$ cat config.mk
export PLATFORM = sky130hd
export DESIGN_NAME = neuron_acc_ctrl
export DESIGN_NICKNAME = d
export VERILOG_FILES = /design/src/rtl/neuron_acc_ctrl.sv
export SDC_FILE = /design/constraint.sdc
export NUM_CORES = 1
export LEC_CHECK = 0
export ABC_AREA = 1
export CAP_MARGIN = 20
export CORE_MARGIN = 5
export CORE_UTILIZATION = 30
export CTS_CLUSTER_SIZE = 24
export DETAILED_ROUTE_END_ITERATION = 8
export DONT_BUFFER_PORTS = 1
export PLACE_DENSITY = 0.48
export SYNTH_ARGS = -nofsm -noshare
export SYNTH_HDL_FRONTEND = slang
export SYNTH_SLANG_ARGS = --single-unit
$ cat constraint.sdc
create_clock -name clk -period 2.2 [get_ports clk]
set_input_delay 0.44 -clock clk [delete_from_list [all_inputs] [get_ports clk]]
set_output_delay 0.44 -clock clk [all_outputs]
set_load 0.005 [all_outputs]
$ cat src/rtl/neuron_acc_ctrl.sv
// Sequencer for the combinational perceptron: owns the accumulator,
// streams (activation, weight) pairs, optionally activates, returns result.
module neuron_acc_ctrl #(
    parameter int CNT_W = 8
) (
    input  logic             clk,
    input  logic             rst,
    input  logic             start,
    input  logic [CNT_W-1:0] n_in,
    input  logic             act_cfg,
    input  logic             in_valid,
    output logic             in_ready,
    input  logic [23:0]      in_a,
    input  logic [15:0]      in_w,
    output logic [23:0]      pe_a,
    output logic [15:0]      pe_b,
    output logic [23:0]      pe_x,
    output logic             pe_stop,
    output logic             pe_acti_en,
    input  logic [23:0]      pe_out,
    output logic             busy,
    output logic             res_valid,
    output logic [23:0]      res_data,
    input  logic             res_ready
);

    typedef enum logic [1:0] {
        IDLE  = 2'd0,
        ACCUM = 2'd1,
        ACTIV = 2'd2,
        DONE  = 2'd3
    } state_t;

    state_t           state_q, state_d;
    logic [23:0]      acc_q, acc_d;
    logic [CNT_W-1:0] cnt_q, cnt_d;
    logic             act_q, act_d;

    logic in_accum;
    logic in_hs;

    assign in_accum = (state_q == ACCUM);
    assign in_hs    = in_accum & in_valid;

    always_comb begin
        state_d = state_q;
        acc_d   = acc_q;
        cnt_d   = cnt_q;
        act_d   = act_q;
        unique case (state_q)
            IDLE: begin
                if (start) begin
                    acc_d = '0;
                    cnt_d = n_in;
                    act_d = act_cfg;
                    if (n_in != '0)
                        state_d = ACCUM;
                    else if (act_cfg)
                        state_d = ACTIV;
                    else
                        state_d = DONE;
                end
            end
            ACCUM: begin
                if (in_hs) begin
                    acc_d = pe_out;
                    cnt_d = cnt_q - CNT_W'(1);
                    if (cnt_q == CNT_W'(1))
                        state_d = act_q ? ACTIV : DONE;
                end
            end
            ACTIV: begin
                acc_d   = pe_out;
                state_d = DONE;
            end
            DONE: begin
                if (res_ready)
                    state_d = IDLE;
            end
            default: state_d = IDLE;
        endcase
    end

    always_ff @(posedge clk) begin
        if (rst) begin
            state_q <= IDLE;
            acc_q   <= '0;
            cnt_q   <= '0;
            act_q   <= 1'b0;
        end else begin
            state_q <= state_d;
            acc_q   <= acc_d;
            cnt_q   <= cnt_d;
            act_q   <= act_d;
        end
    end

    // The perceptron only advances on a real handshake; otherwise it passes x through.
    assign in_ready   = in_accum;
    assign pe_a       = in_accum ? in_a : 24'd0;
    assign pe_b       = in_accum ? in_w : 16'd0;
    assign pe_x       = acc_q;
    assign pe_stop    = ~in_hs;
    assign pe_acti_en = (state_q == ACTIV);
    assign busy       = (state_q != IDLE);
    assign res_valid  = (state_q == DONE);
    assign res_data   = acc_q;

endmodule

==> results of run 1 <==
==> worst register-to-register path, cell delays in order, from the launching register on <==
cell and delay (ns):
sky130_fd_sc_hd__dfxtp_1 0.40, sky130_fd_sc_hd__inv_1 0.12, sky130_fd_sc_hd__ha_1 0.27, sky130_fd_sc_hd__nand2_1 0.10
sky130_fd_sc_hd__nand2_1 0.08, sky130_fd_sc_hd__or2_4 0.39, sky130_fd_sc_hd__nand3b_1 0.24, sky130_fd_sc_hd__a21oi_1 0.14
==> cells in the mapped netlist (all sizes together), types with 6 or more instances <==
master / count
nand2: 96
o21ai: 15
a21oi: 35
ha: 8
dfxtp: 35
inv: 61
nand3b: 24
buf: 36
clkbuf: 6
nor2: 18
nand3: 8
==> worst min path at each step <==
stage / from / end / cells after the start
after CTS: rst / pe_x[9] / 1
after detailed placement: act_q / act_q / 2
after global placement: act_q / act_q / 2
after floorplan: act_q / act_q / 2
final: rst / pe_x[9] / 1
after global routing: rst / pe_x[20] / 1
==> power by group through the flow <==
stage / clock, mW / sequential (mW) / combinational, mW
6_report: 0.584 / 1.05 / 1.43
5_1_grt: 0.637 / 1.09 / 1.65
4_1_cts: 0.613 / 1.06 / 1.44
3_5_place_dp: 0 / 1.07 / 1.43
3_3_place_gp: 0 / 1.07 / 1.43
2_1_floorplan: 0 / 0.983 / 1.43
==> per-stage QoR <==
| step | setup slack [ns] | utilization | cell area (um^2) |
|---|---|---|---|
| after floorplan | 0.4656 | - | 2281 |
| after global placement | 0.4251 | 0.2913 | 2136 |
| after detailed placement | 0.3889 | 0.2913 | 2136 |
| after CTS | 0.06833 | 0.3067 | 2248 |
| after global routing | 0.01578 | 0.3072 | 2252 |
| final | 0.1927 | 0.3072 | 2252 |
==> area by class of cell <==
type	count	area [um^2]
multi-input combinational	213	1060
sequential	35	700.7
fill	839	5079
clock inverter	3	43.79
inverter	61	229.0
timing repair buffer	3	26.28
tap	99	123.9
clock buffer	5	68.82
==> logic make-up after synthesis <==
group	after synthesis
flops	35
buf+inv	103
fa+ha+maj	8
compound gates	53
simple gates	152
==> flip-flops by register name (all words and copies together), names as in the netlist <==
name,flops
cnt_q,8
act_q,1
state_q,2
pe_x,24
==> per-layer routing <==
layer,GRT usage,share of wire,wire length (um),vias to the layer above
li1,-,-,-,986
met1,0.1414,0.42,2556,899
met2,0.2059,0.48,2922,106
met3,0.04307,0.086,521,6
met4,0.03888,0.014,86,0
met5,0,0,0,-
==> timing repair <==
action,in CTS,in global routing
resized for setup,0,1
hold buffers,0,0
hold endpoints to repair,0,0
setup endpoints to repair,0,37
==> parameters.txt, run 1 <==
Parameter                              Value

Detailed routing
  Post-route DRC ... 0
  Final WL ... 6087 um
  ANT nets after route ... 0
  Via count of the routed design ... roughly 2000
  Via-to-Cell Ratio ... 4.766
  Average wire length per cell after detail routing ... between 10 and 15 um
  Detailed router's first-iteration violation count ... roughly 130
  First-pass detailed-route iteration total ... 4

Clock tree
  Clk sinks ... 35
  Clock tree root buffer cell ... sky130_fd_sc_hd__clkbuf_8
  Clock latency on the worst-skew pair ... 0.28 ns
  Maximum number of buffers from clock root to sink ... 2
  Number of buffers inserted during clock tree synthesis ... 5
  Maximum level of the CTS H-tree ... 2
  Post-CTS setup buffers ... 0
  Clock slew at reported path FFs ... 0.07 ns
  Clock tree from TritonCTS ... yes

STA
  Measured slew at the worst slew-check pin ... approximately 0.42 ns
  Hold Vio Cnt, Final ... 0
  Worst hold-check slack ... 0.2152 ns
  Fraction of the cycle the final worst path needs ... 0.9124
  Layout Skew ... about 0.0032 ns
  Slew Limit Fails ... 0
  Final Critical Period ... 2.007 ns
  Unrepaired setup endpoints after global routing ... false
  Sum Neg Setup Slack ... 0 ns
  Highest attainable clock frequency ... about 500 MHz
  Count of endpoints failing setup in the final report ... 0
  Relative slew slack ... 0.7207

Finish
  Commonest non-fill, non-tap cells in the layout ... sky130_fd_sc_hd__nand2_1, sky130_fd_sc_hd__inv_1, sky130_fd_sc_hd__a21oi_1, sky130_fd_sc_hd__dfxtp_1, sky130_fd_sc_hd__nand3b_1
  Number of diodes added for antenna fixing ... 0
  Most frequent standard cell in the layout excluding fill and tap cells ... sky130_fd_sc_hd__nand2_1
  Layout cell share with drive strength beyond 1 ... 0.04375
  Layout net count ... between 400 and 500
  Synthesis-to-finish area growth ... -1.262%
  Final std cells w/o fill ... 419

Synthesis
  Cells after synthesis ... ~350
  Combinational family with the most area after synthesis ... simple AND/OR/NAND/NOR gates
  Yosys Warn Count ... 0
  EDFF count, synth ... 0
  Cell taking the most area after synthesis ... sky130_fd_sc_hd__dfxtp_1
  Area share of the largest cell type after synthesis ... 0.3072
  XOR/XNOR Fraction of Synth Area ... 0
  Top FF cell, synth ... sky130_fd_sc_hd__dfxtp_1
  Mux cell area share after synthesis ... 0
  Post-synthesis sequential area ratio ... 0.3072
  Post-Synthesis Net Count ... between 400 and 500
  Adder-Cell Fraction of Synth Area ... 0.04388
  Synthesized area ... 2281 um^2
  Synthesized area per cell ... 6.498 um^2
  Area fraction in compound gates after synthesis ... 0.1190
  Simple-gate area share of the yosys netlist ... 0.3006
  Flop and latch count out of synthesis ... 35
  Netlist cell types ... 20
  Leading cell types by total area after synthesis ... sky130_fd_sc_hd__dfxtp_1, sky130_fd_sc_hd__nand2_1, sky130_fd_sc_hd__inv_1
  Post-synth ARST share ... 0

Status
  Outcome ... finished, final reports clean

Power and ir drop
  Part of the total power dissipated in the clock network ... 0.190
  Power spent charging and discharging nets ... 1.397 mW
  Static power due to leakage ... between 1 and 1.5 nW
  Pwr Density ... between 1000 and 1500 nW/um^2
  Worst voltage drop across the vdd grid ... roughly 0.74 mV
  Switching share of power ... 0.4556
  Combinational Power Share ... 0.467
  Pwr Total ... roughly 3 mW
  Part of the power in registers ... 0.343
  Internal ... roughly 1.7 mW

Setup path
  CP endpoint ... pe_a[18]
  Kind of capture point of the worst setup path ... output port
  Timing startpoint of the critical path ... state_q[1]
  Family with the most delay on the worst path ... buffers and inverters
  Cell type of the slowest stage on the worst timing path ... sky130_fd_sc_hd__dfxtp_1
  Dominant cell type by count on the critical path ... sky130_fd_sc_hd__inv_1
  Data arrival, critical path ... approximately 1.6 ns
  Worst reg-to-reg setup slack ... 0.39 ns
  Critical path buffer and inverter count ... 3
  Kind of critical path ... register to output port
  Delay of the slowest critical-path stage ... about 0.35 ns
  Critical Path Stages ... 5
  Startpoint of the worst register-to-register path ... state_q[0]
  Highest net fanout along the worst path ... between 40 and 50
  End of the worst register-to-register path ... pe_x[18]
  Startpoint type of the worst setup path ... register
  Data required, critical path ... approximately 1.8 ns
  Cell Chain, Critical Path ... inv_1 -> ha_2 -> buf_6 -> nand2_1 -> inv_1
  Worst R2R Path Depth ... 7

Placement
  Final RePlAce weighted congestion ... around 0.80
  Port bufs ... 0
  Post-DP HPWL ... between 4000 and 5000 um
  Total instance count after detailed placement ... between 400 and 500

Global routing
  Maximum number of pins on one net before global-route repair ... a little under 50
  Antenna violations before repair ... 0
  Vias in the first global route ... ~1900
  First-pass GRT wire length ... ~9500 um
  Total routing usage reported by global routing ... 0.1211
  Global-route congestion overflow total ... 0

Die
  Effective utilization at floorplan ... 0.3111
  Floorplan die height ... approximately 100 um
  Width of the die ... a little under 100 um
  Row count ... 31
  Number of primary I/O pins ... roughly 170
  Die area ... 9447 um^2
  Core Area ... between 7000 and 8000 um^2

Min path
  Hold Crit Class ... primary input to register

Job
  Total of max-cap violations ... 0
No activity file was read; power rests on OpenSTA's default activity.
==> run 2: changes to the inputs <==
Settings changed: PLACE_DENSITY 0.48 to unset.
==> parameters.txt, run 2 (synthesized netlist as in run 1, its figures left out) <==
Parameter                              Value

Finish
  Max FFs per register ... 24
  Most frequent standard cell in the layout excluding fill and tap cells ... sky130_fd_sc_hd__nand2_1
  Final std cells w/o fill ... between 400 and 500
  Synthesis-to-finish area growth ... -1.042%
  Layout Cell Area excl Fill ... between 2000 and 2500 um^2
  Layout cell share with drive strength beyond 1 ... 0.04361
  Commonest non-fill, non-tap cells in the layout ... sky130_fd_sc_hd__nand2_1, sky130_fd_sc_hd__inv_1, sky130_fd_sc_hd__a21oi_1, sky130_fd_sc_hd__dfxtp_1, sky130_fd_sc_hd__nand3b_1
  Layout net count ... about 410
  Number of diodes added for antenna fixing ... 0
  Fillcell total ... 787

Detailed routing
  Detailed router's first-iteration violation count ... 55
  Post-route DRC ... 0
  Average wire length per cell after detail routing ... approximately 14 um
  Via count of the routed design ... 1950
  Via-to-Cell Ratio ... about 4.6
  First-pass detailed-route iteration total ... 4
  Final WL ... around 5700 um
  ANT nets after route ... 0

STA
  Fraction of the cycle the final worst path needs ... 0.8459
  Slew Limit Fails ... 0
  Relative slew slack ... 0.7101
  Sum Neg Setup Slack ... 0 ns
  Count of endpoints failing setup in the final report ... 0
  Layout Skew ... 0.005593 ns
  Hold Vio Cnt, Final ... 0
  Unrepaired setup endpoints after global routing ... false
  Highest attainable clock frequency ... roughly 540 MHz
  Measured slew at the worst slew-check pin ... ~0.43 ns
  Final Critical Period ... between 1.5 and 2 ns

Clock tree
  Number of gates resized after cts ... 0
  Maximum level of the CTS H-tree ... 2
  Clock latency on the worst-skew pair ... roughly 0.28 ns
  Clock tree from TritonCTS ... yes
  Maximum number of buffers from clock root to sink ... 2
  Clk sinks ... 35
  Clock slew at reported path FFs ... around 0.080 ns
  Post-CTS setup buffers ... 0
  Hold bufs inserted after CTS ... 0
  Number of buffers inserted during clock tree synthesis ... 5
  Clock tree root buffer cell ... sky130_fd_sc_hd__clkbuf_8

Global routing
  First-pass GRT wire length ... 9252 um
  Global-route congestion overflow total ... 0
  Maximum number of pins on one net before global-route repair ... 52
  Vias in the first global route ... between 1500 and 2000
  Total routing usage reported by global routing ... 0.1162
  Antenna violations before repair ... 0

Placement
  Port bufs ... 0
  Final RePlAce weighted congestion ... between 0.8 and 0.9
  Cell area after placement ... between 2000 and 2500 um^2
  Total instance count after detailed placement ... slightly above 400
  Post-DP HPWL ... around 4400 um

Power and ir drop
  Static power due to leakage ... between 1 and 1.5 nW
  Pwr Density ... 1335 nW/um^2
  Worst voltage drop across the vdd grid ... slightly below 0.8 mV
  Pwr Total ... ~3.0 mW

Job
  Total of max-cap violations ... 0

Status
  Outcome ... finished, final reports clean

Setup path
  Kind of capture point of the worst setup path ... output port
  Worst reg-to-reg setup slack ... between 0.4 and 0.5 ns
  Data arrival, critical path ... ~1.4 ns
  Kind of critical path ... register to output port
  Startpoint type of the worst setup path ... register
  Highest net fanout along the worst path ... 51
  Data required, critical path ... about 1.8 ns

Die
  Effective utilization at floorplan ... 0.3111
  Row count ... 31
  Number of primary I/O pins ... around 170
  Die area ... ~9400 um^2
  Core Area ... about 7300 um^2
  Width of the die ... 97.20 um
  Floorplan die height ... a little under 100 um

Min path
  Hold Crit Class ... primary input to register
## run 2: path summary, 6_finish.rpt
path / depth (start not counted) / start / endpoint
worst max-delay path: 5 / state_q[1] / pe_a[17]
worst min-delay path: 1 / rst / pe_x[10]
worst max register to register: 7 / state_q[0] / pe_x[3]
worst min register to register: 2 / act_q / act_q
## run 2: power breakdown
part | switching, mW | internal, mW
sequential | 0.208 | 0.831
clock | 0.243 | 0.285
combinational | 0.920 | 0.526
total | 1.37 | 1.64
## run 2: worst max-delay path, cell delays in order, from the launching register on
cell	delay (ns)
sky130_fd_sc_hd__dfxtp_1	0.35
sky130_fd_sc_hd__inv_1	0.12
sky130_fd_sc_hd__ha_1	0.25
sky130_fd_sc_hd__buf_12	0.23
sky130_fd_sc_hd__nand2_1	0.09
sky130_fd_sc_hd__inv_1	0.08
## run 2: through the flow
| stage | hold WS [ns] | util | worst slack, ns |
|---|---|---|---|
| 3_5_place_dp | 0.4474 | 0.2937 | 0.4465 |
| 5_1_grt | 0.1980 | 0.3079 | 0.1741 |
| 6_report | 0.2136 | 0.3079 | 0.3391 |
| 3_3_place_gp | 0.4389 | 0.2937 | 0.4860 |
| 4_1_cts | 0.2003 | 0.3079 | 0.3184 |
| 2_1_floorplan | 0.4357 | - | 0.4656 |
## run 2: per-layer routing
layer | routed length [um] | track usage
met1 | 2312 | 0.1359
met2 | 2938 | 0.1985
met3 | 447 | 0.04020
met4 | 8 | 0.03672
met5 | 0 | 0
## run 2: final cells by class
| class | count | area [um^2] | area share |
|---|---|---|---|
| Inverter | 61 | 229.0 | 0.1014 |
| Timing Repair Buffer | 4 | 42.54 | 0.01885 |
| Clock buffer | 7 | 96.34 | 0.04268 |
| Tap cell | 99 | 123.9 | 0.05488 |
| Sequential cell | 35 | 700.7 | 0.3104 |
| Clock inverter | 1 | 7.507 | 0.003326 |
| Multi-Input combinational cell | 213 | 1057 | 0.4684 |
